[src/rtl/dmem_access_unit.sv]
`default_nettype none
// ============================================================================
// Module   : dmem_access_unit
// Brief    : Load/store alignment stage between execute and synchronous D-memory.
//            Define DMEM_ACCESS_STATS_EN to add load/store/fault counters.
// Revision : 1.0
// ============================================================================
module dmem_access_unit #(
   parameter int MEM_LATENCY = 1,
   parameter int ADDR_W      = 12
) (
   input  logic              clk_i,
   input  logic              rst_i,
   input  logic              req_valid_i,
   output logic              req_ready_o,
   input  logic              req_we_i,
   input  logic [2:0]        req_funct3_i,
   input  logic [31:0]       req_addr_i,
   input  logic [31:0]       req_wdata_i,
   output logic              rsp_valid_o,
   output logic [31:0]       rsp_rdata_o,
   output logic              rsp_fault_o,
   output logic              d_mem_csn_o,
   output logic              d_mem_wen_o,
   output logic [ADDR_W-1:0] d_mem_addr_o,
   output logic [3:0]        d_mem_be_o,
   output logic [31:0]       d_mem_dout_o,
`ifdef DMEM_ACCESS_STATS_EN
   output logic [31:0]       load_cnt_o,
   output logic [31:0]       store_cnt_o,
   output logic [31:0]       fault_cnt_o,
`endif
   input  logic [31:0]       d_mem_di_i
);

   typedef enum logic [1:0] {
      S_IDLE   = 2'd0,
      S_ACCESS = 2'd1,
      S_RESP   = 2'd2
   } state_t;

   localparam logic [3:0] c_LAT_LOAD = 4'(MEM_LATENCY - 1);

   state_t              state_q, state_d;
   logic [3:0]          cnt_q, cnt_d;
   logic                we_q, we_d;
   logic [2:0]          f3_q, f3_d;
   logic [1:0]          off_q, off_d;
   logic [3:0]          be_q, be_d;
   logic [ADDR_W-1:0]   addr_q, addr_d;
   logic [31:0]         dout_q, dout_d;
   logic [31:0]         rdata_q, rdata_d;
   logic                fault_q, fault_d;

   logic                w_illegal;
   logic                w_misal;
   logic [3:0]          w_be;
   logic [31:0]         w_dout;
   logic [31:0]         w_shift;
   logic [31:0]         w_ext;
   logic                w_unused_addr;

   assign w_unused_addr = ^req_addr_i[31:ADDR_W+2];

   // Request decode: legality, byte lanes and replicated store data.
   always_comb begin
      w_illegal = 1'b0;
      w_misal   = 1'b0;
      w_be      = 4'b1111;
      w_dout    = req_wdata_i;
      if (req_we_i)
         w_illegal = req_funct3_i[2] | (req_funct3_i[1:0] == 2'b11);
      else
         w_illegal = (req_funct3_i == 3'b011) | (req_funct3_i[2:1] == 2'b11);
      w_misal = ((req_funct3_i[1:0] == 2'b01) & req_addr_i[0]) |
                ((req_funct3_i[1:0] == 2'b10) & (req_addr_i[1:0] != 2'b00));
      case (req_funct3_i[1:0])
         2'b00: begin
            w_dout = {4{req_wdata_i[7:0]}};
            if (req_we_i) w_be = 4'b0001 << req_addr_i[1:0];
         end
         2'b01: begin
            w_dout = {2{req_wdata_i[15:0]}};
            if (req_we_i) w_be = req_addr_i[1] ? 4'b1100 : 4'b0011;
         end
         default: begin
            w_dout = req_wdata_i;
            w_be   = 4'b1111;
         end
      endcase
   end

   assign w_shift = d_mem_di_i >> {off_q, 3'b000};

   always_comb begin
      case (f3_q)
         3'b000:  w_ext = {{24{w_shift[7]}}, w_shift[7:0]};
         3'b001:  w_ext = {{16{w_shift[15]}}, w_shift[15:0]};
         3'b100:  w_ext = {24'd0, w_shift[7:0]};
         3'b101:  w_ext = {16'd0, w_shift[15:0]};
         default: w_ext = w_shift;
      endcase
   end

   always_comb begin
      state_d = state_q;
      cnt_d   = cnt_q;
      we_d    = we_q;
      f3_d    = f3_q;
      off_d   = off_q;
      be_d    = be_q;
      addr_d  = addr_q;
      dout_d  = dout_q;
      rdata_d = rdata_q;
      fault_d = fault_q;
      case (state_q)
         S_IDLE: begin
            if (req_valid_i) begin
               we_d  = req_we_i;
               f3_d  = req_funct3_i;
               off_d = req_addr_i[1:0];
               if (w_illegal | w_misal) begin
                  // Faults skip the memory entirely; address/data pins keep old values.
                  fault_d = 1'b1;
                  rdata_d = 32'd0;
                  state_d = S_RESP;
               end else begin
                  addr_d  = req_addr_i[ADDR_W+1:2];
                  be_d    = w_be;
                  if (req_we_i) dout_d = w_dout;
                  cnt_d   = c_LAT_LOAD;
                  state_d = S_ACCESS;
               end
            end
         end
         S_ACCESS: begin
            if (cnt_q == 4'd0) begin
               rdata_d = we_q ? 32'd0 : w_ext;
               fault_d = 1'b0;
               state_d = S_RESP;
            end else begin
               cnt_d = cnt_q - 4'd1;
            end
         end
         S_RESP:  state_d = S_IDLE;
         default: state_d = S_IDLE;
      endcase
   end

   always_ff @(posedge clk_i or posedge rst_i) begin
      if (rst_i) begin
         state_q <= S_IDLE;
         cnt_q   <= 4'd0;
         we_q    <= 1'b0;
         f3_q    <= 3'd0;
         off_q   <= 2'd0;
         be_q    <= 4'd0;
         addr_q  <= '0;
         dout_q  <= 32'd0;
         rdata_q <= 32'd0;
         fault_q <= 1'b0;
      end else begin
         state_q <= state_d;
         cnt_q   <= cnt_d;
         we_q    <= we_d;
         f3_q    <= f3_d;
         off_q   <= off_d;
         be_q    <= be_d;
         addr_q  <= addr_d;
         dout_q  <= dout_d;
         rdata_q <= rdata_d;
         fault_q <= fault_d;
      end
   end

   assign req_ready_o  = (state_q == S_IDLE);
   assign rsp_valid_o  = (state_q == S_RESP);
   assign rsp_rdata_o  = rdata_q;
   assign rsp_fault_o  = fault_q;
   assign d_mem_csn_o  = (state_q != S_ACCESS);
   assign d_mem_wen_o  = ~((state_q == S_ACCESS) & we_q);
   assign d_mem_be_o   = (state_q == S_ACCESS) ? be_q : 4'd0;
   assign d_mem_addr_o = addr_q;
   assign d_mem_dout_o = dout_q;

`ifdef DMEM_ACCESS_STATS_EN
   logic [31:0] load_cnt_q, store_cnt_q, fault_cnt_q;

   always_ff @(posedge clk_i or posedge rst_i) begin
      if (rst_i) begin
         load_cnt_q  <= 32'd0;
         store_cnt_q <= 32'd0;
         fault_cnt_q <= 32'd0;
      end else if (state_q == S_RESP) begin
         if (fault_q)   fault_cnt_q <= fault_cnt_q + 32'd1;
         else if (we_q) store_cnt_q <= store_cnt_q + 32'd1;
         else           load_cnt_q  <= load_cnt_q + 32'd1;
      end
   end

   assign load_cnt_o  = load_cnt_q;
   assign store_cnt_o = store_cnt_q;
   assign fault_cnt_o = fault_cnt_q;
`endif

endmodule
`default_nettype wire

[config.mk]
export PLATFORM = sky130hd
export DESIGN_NAME = dmem_access_unit
export DESIGN_NICKNAME = d
export VERILOG_FILES = /design/src/rtl/dmem_access_unit.sv
export SDC_FILE = /design/constraint.sdc
export NUM_CORES = 1
export LEC_CHECK = 0
export BUFFER_PORTS_ARGS = -buffer_cell sky130_fd_sc_hd__buf_2
export CAP_MARGIN = 15
export CORE_AREA = 2 2 122 124
export DETAILED_ROUTE_END_ITERATION = 10
export DIE_AREA = 0 0 124 126
export SETUP_SLACK_MARGIN = 0.4
export SYNTH_ARGS = -nofsm -noshare
export SYNTH_HDL_FRONTEND = slang
export SYNTH_SLANG_ARGS = --single-unit
[constraint.sdc]
create_clock -name clk_i -period 5.9 [get_ports clk_i]
set_clock_uncertainty 0.2 [all_clocks]
set_input_delay 0.885 -clock clk_i [delete_from_list [all_inputs] [get_ports clk_i]]
set_output_delay 0.885 -clock clk_i [all_outputs]
set_load 0.02 [all_outputs]
==> out/results.ini, run 1 <==
[outcome]
status = complete, no violations

[drt]
firstDrtPassIters = 4
vias = 3709
ant_nets = 0
wl_um = 11900
drt-initial-drc-count = 166
viasPerCell = 4.98
wl_per_cell_um = 16.0
drc = 0

[global_route]
grt_overflow = 0
grt_pass1_vias = 3784
grt_use_total = 0.158
grt_max_degree = 57
grt_pass1_wl_um = 19300
antenna_found_initial = 0

[synthesis]
async_reset_ff_frac = 1.00
synth_edf_count = 0
synth_compound_area_frac = 0.152
synth_common_cells = dfrtp_1, mux2i_1, o21ai_0, nand2_1, mux2_2
synth_xor_area_frac = 0.00388
synth_top_area_frac = 0.515
synth_seq_cells = 93
synth_top_flop_cell = dfrtp_1
synth.yosys.warnings = 0
synthAdderAreaFrac = 0.00554
syn_avg_cell_area_sq_um = 11.2
synth_cells = 405
synth_top_family_by_area = multiplexers
muxShareOfSynthArea = 0.168
netlist-cell-type-count = 42
synth_fp_nets = 510
synth_area_sq_um = 4520
yosysSeqAreaShare = 0.515
synthSimpleGateAreaFrac = 0.115
synth_top_area_cell = dfrtp_1
ys_top_cells_by_area = dfrtp_1, mux2i_1, mux2_2, o21ai_0, a211o_1
yosysMostFrequentCell = dfrtp_1

[clock_network]
clock_latency_ps = 340
cts.sinks = 93
clk_pin_slew_ps = 70
htreeDepth = 3
cts_max_path_buffers = 2
cts_buffers = 9
cts_resized = 0
cts-hold-fix-buffers = 0
root_buffer = clkbuf_16
postCtsSetupBuffers = 0
cts_tree = built

[worst_setup_path]
cp_max_fo = 34
worstSetupPathType = flop to flop
cp-start-kind = flop
reg2reg_to = rsp_rdata_o[19]
cp-end-kind = flop
reg2regPathDepth = 3
r2r_slack_ps = 3090
cp.arrival_ps = 2830
r2r_start = off_q[1]
required_ps = 5920

[layout]
design_area_sq_um = 5790
syn2layout_area_growth_pct = 28.0
nFillCells = 1433
drive_gt1_frac = 0.403
antenna_cells = 0
nNetsFinal = 661

[placed_design]
portBuffers = 169
dp_hpwl_um = 8570
place_area_sq_um = 5470
place.gp.congestion = 0.779

[sta]
rsz0062_at_grt = false
setup_viol = 0
hold_slack_ps = 271
fmax_mhz = 356
setup_tns_ps = 0
fin_crit_ps = 2810
worst_pin_slew_ps = 1050
slew_headroom = 0.303
hold_viol = 0
fin_crit_sh = 0.476
drv_slew = 0

[pwr]
p_leak_nw = 2.97
ir_drop_mv = 0.222
power_density_nw_per_um2 = 524

[floorplan]
num_rows = 44
die_area_sq_um = 15600
die_w_um = 124
ios = 188
fp.coreArea_sq_um = 14300
die_h_um = 126
initial_core_util = 0.316

[min_path]
hp-start = be_q[3]
hp-class = flop to flop
holdPathStages = 1
worstHoldEndpoint = be_q[3]

[job]
max_cap_viol_count = 0

-- power breakdown --
part	switching [mW]	internal (mW)	total (mW)
Combinational	0.789	0.522	1.31
Clock	0.247	0.373	0.621
Sequential	0.190	0.911	1.10
-- metal layers --
layer / vias to the layer above / GRT usage / part of all wire
met1: 1794 / 0.204 / 0.44
met5: - / 0 / 0
met4: 0 / 0.0568 / 0.015
li1: 1761 / - / -
met3: 13 / 0.0462 / 0.084
met2: 141 / 0.251 / 0.46
-- placed cells by master (no fill, tap or decap), drive strengths merged, types with 2 or more instances in the layout --
cell	netlist	final
buf	17	173
dfrtp	93	93
mux2i	40	40
o21ai	38	38
nand2	34	34
mux2	30	30
a21oi	17	17
a211o	15	15
nor2	14	14
nor2b	11	11
clkbuf	16	11
nor3	10	10
nand3b	8	8
o2bb2ai	8	8
a221o	8	8
inv	7	8
a32o	7	7
and2	7	7
nand3	3	3
or3b	3	3
or2	3	3
xnor2	2	2
o211ai	2	2
ha	2	2
clkinvlp	0	2
bufinv	0	2
nor3b	2	2
-- critical path, stage by stage (launching register included) --
cell and delay, ps:
dfrtp_1 1030, mux4_2 640, o2111a_1 460, a211o_1 360
-- worst max path at each step --
stage,from,endpoint,slack [ps],cells past startpoint
3_3_place_gp,req_funct3_i[1],d_mem_dout_o[0],2930,5
2_1_floorplan,rst_i,be_q[0],2390,1
4_1_cts,off_q[1],rsp_rdata_o[12],3040,4
3_5_place_dp,req_funct3_i[1],d_mem_dout_o[2],2900,5
6_report,off_q[1],rsp_rdata_o[19],3090,3
5_1_grt,off_q[1],rsp_rdata_o[9],2780,4
-- stage by stage --
stage	util	power (mW)	setup WS [ps]	cells
2_1_floorplan	-	2.02	2390	405
4_1_cts	0.404	3.08	3040	745
3_5_place_dp	0.382	2.44	2900	729
5_1_grt	0.404	3.26	2780	745
3_3_place_gp	0.382	2.41	2930	729
6_report	0.404	3.03	3090	745
-- flip-flops by register name, summed over array words and instances (netlist names) --
register / count
we_q: 1
rsp_fault_o: 1
be_q: 4
d_mem_dout_o: 32
off_q: 2
f3_q: 3
d_mem_addr_o: 12
cnt_q: 4
rsp_rdata_o: 32
state_q: 2
-- layout make-up --
type | count | area, sq um | area share
Clock buffer | 11 | 233 | 0.0402
Clock inverter | 5 | 83.8 | 0.0145
Inverter | 7 | 28.8 | 0.00497
Multi-Input combinational cell | 272 | 2010 | 0.347
Sequential cell | 93 | 2330 | 0.402
Tap cell | 184 | 230 | 0.0398
Timing Repair Buffer | 173 | 876 | 0.151
-- cells by family after synthesis --
family	after synthesis
compound gates	100
mux	71
flops	93
buf+inv	40
fa+ha+maj	2
simple gates	97
xor+xnor	2
Power figures use the tool's default switching activity.
==> inputs of run 2 (changes only) <==
- ABC_AREA: unset -> 1
- CORE_AREA: 2 2 122 124 -> 2 2 127 129
- DIE_AREA: 0 0 124 126 -> 0 0 129 131
- clock period: 5.9 -> 2.25 ns (I/O delays scaled with it)
==> out/results.ini, run 2 <==
[outcome]
status = complete, no violations

[global_route]
antenna_found_initial = 2  ; +2
grt_overflow = 0  ; unchanged
grt_max_degree = 94  ; +65%
grt_pass1_wl_um = 24300  ; +26%
grt_pass1_vias = 4681  ; +24%
grt_use_total = 0.187  ; +0.0290

[synthesis]
synth_fp_nets = 730  ; +43%
synthAdderAreaFrac = 0.00517  ; -0.000370
synth_xor_area_frac = 0  ; -0.00388
synth_top_area_frac = 0.480  ; -0.0345
yosysMostFrequentCell = nand2_1
syn_avg_cell_area_sq_um = 7.75  ; -31%
synth_seq_cells = 93  ; unchanged
synth_compound_area_frac = 0.122  ; -0.0298
netlist-cell-type-count = 31  ; -26%
synthSimpleGateAreaFrac = 0.318  ; +0.204
synth_top_family_by_area = simple AND/OR/NAND/NOR gates
synth_top_flop_cell = dfrtp_1
synth_top_area_cell = dfrtp_1
synth.yosys.warnings = 0  ; unchanged
yosysSeqAreaShare = 0.480  ; -0.0345
synth_area_sq_um = 4840  ; +7.2%
ys_top_cells_by_area = dfrtp_1, nand2_1, nand3_1, a21oi_1, o21ai_1
async_reset_ff_frac = 1.00  ; unchanged
synth_cells = 625  ; +54%
synth_edf_count = 0  ; unchanged
synth_common_cells = nand2_1, dfrtp_1, nand3_1, a21oi_1, o21ai_1
muxShareOfSynthArea = 0.00413  ; -0.164

[drt]
wl_um = 15800  ; +33%
firstDrtPassIters = 4  ; unchanged
drc = 0  ; unchanged
viasPerCell = 4.71  ; -5.4%
ant_nets = 0  ; unchanged
vias = 4926  ; +33%
drt-initial-drc-count = 292  ; +76%
wl_per_cell_um = 15.1  ; -5.1%

[worst_setup_path]
cp_max_fo = 7  ; -79%
reg2regPathDepth = 8  ; +5
r2r_slack_ps = 450  ; -2640 ps
worstSetupPathType = flop to output port
cp-start-kind = flop
required_ps = 1710  ; -4210 ps
cp-end-kind = output port
r2r_start = state_q[0]
cp.arrival_ps = 1310  ; -1520 ps
reg2reg_to = d_mem_dout_o[28]

[floorplan]
fp.coreArea_sq_um = 15600  ; +9.0%
die_h_um = 131  ; +4.0%
ios = 188  ; unchanged
die_area_sq_um = 16900  ; +8.2%
die_w_um = 129  ; +4.0%
initial_core_util = 0.311  ; -0.00521
num_rows = 46  ; +4.5%

[sta]
drv_slew = 0  ; unchanged
slew_headroom = 0.647  ; +0.345
fin_crit_ps = 1850
rsz0062_at_grt = true
hold_slack_ps = 46.9  ; -224 ps
worst_pin_slew_ps = 529  ; -517 ps
setup_viol = 0  ; unchanged
fin_crit_sh = 0.820
hold_viol = 0  ; unchanged
setup_tns_ps = 0  ; unchanged
fmax_mhz = 542

[layout]
layout_common_cells = nand2_1, buf_2, dfrtp_1
final_core_util = 0.438  ; +0.0340
nNetsFinal = 930  ; +41%
syn2layout_area_growth_pct = 41.1
drive_gt1_frac = 0.337  ; -0.0655
antenna_cells = 0  ; unchanged
mostFrequentLayoutCell = nand2_1

[clock_network]
htreeDepth = 3  ; unchanged
root_buffer = clkbuf_16
clock_latency_ps = 350  ; about the same
cts_buffers = 9  ; unchanged
clk_pin_slew_ps = 60  ; about the same
cts_max_path_buffers = 2  ; unchanged
cts_tree = built
cts.sinks = 93  ; unchanged

[pwr]
power_density_nw_per_um2 = 1350  ; +160%
ir_drop_mv = 0.585  ; +160%
p_leak_nw = 3.61  ; +22%

[placed_design]
portBuffers = 169  ; unchanged
place.gp.congestion = 0.851  ; +9.2%
dp_hpwl_um = 10500  ; +22%

[min_path]
hp-start = req_funct3_i[2]
hp-class = input port to flop
holdPathStages = 3  ; +2
worstHoldEndpoint = f3_q[2]

[job]
max_cap_viol_count = 0  ; unchanged

-- run 2: changes by cell type after synthesis, sizes merged, moves of 19 or more --
| cell | change |
|---|---|
| nand2 | +217 |
| nand3 | +44 |
| mux2i | -38 |
| o21ai | +32 |
| mux2 | -30 |
| inv | +24 |
| a21oi | +19 |
-- run 2: per-layer routing --
metal	vias to the layer above	track usage	share of wire	wire [um]
li1	2438	-	-	-
met1	2258	0.236	0.42	6650
met2	207	0.306	0.47	7520
met3	19	0.0713	0.090	1430
met4	4	0.0428	0.013	208
met5	-	0	0.0018	28
-- run 2: area by class of cell --
cell class / count / area [sq um]
clock buffer: 10 / 229
clock inverter: 6 / 68.8
fill: 1625 / 8760
inverter: 31 / 150
multi-input combinational: 471 / 2370
sequential: 93 / 2330
tap: 216 / 270
timing repair buffer: 219 / 1420
-- run 2: how the worst max path moves through the flow --
stage | start | to | slack [ps] | depth (start not counted)
after detailed placement | req_funct3_i[0] | d_mem_dout_o[14] | 70 | 9
after floorplan | state_q[1] | d_mem_dout_o[13] | 490 | 9
after global routing | state_q[1] | d_mem_be_o[0] | 340 | 4
after CTS | state_q[1] | d_mem_be_o[3] | 360 | 4
after global placement | req_funct3_i[0] | d_mem_dout_o[17] | 90 | 9
final | state_q[1] | d_mem_be_o[0] | 400 | 4
-- run 2: cell families after synthesis --
family | count (synthesis)
muxes | 2
DFF | 93
AOI/OAI and AO/OA | 109
buffers and inverters | 67
adders and majority gates | 2
and+or+nand+nor | 352
-- run 2: what timing repair did --
item	in CTS	in global routing
hold buffers	13	0
setup endpoints to repair	71	91
buffers inserted	6	12
cloned	3	6
pin swaps	3	8
endpoints found under the hold margin	105	0
resized for setup	31	30
-- run 2: per-stage QoR --
| stage | instances | instance area (sq um) | worst slack (ps) | total power [mW] |
|---|---|---|---|---|
| floorplan | 625 | 4850 | 492 | 5.75 |
| global placement | 990 | 5900 | 91.4 | 7.02 |
| detailed placement | 990 | 5900 | 72.4 | 7.06 |
| CTS | 1028 | 6520 | 365 | 9.00 |
| global route | 1046 | 6830 | 338 | 9.96 |
| finish | 1046 | 6830 | 405 | 9.22 |
-- run 2: report_power, final --
part	internal, mW	switching [mW]	total [mW]
Combinational	1.78	3.06	4.84
Sequential	2.38	0.462	2.84
Clock	0.870	0.669	1.54
Total	5.03	4.19	9.22
-- run 2: critical path, stage by stage, from the launching register on --
cell,delay (ps)
dfrtp_2,460
nor2_4,180
inv_4,90
nor2_1,90
buf_4,150
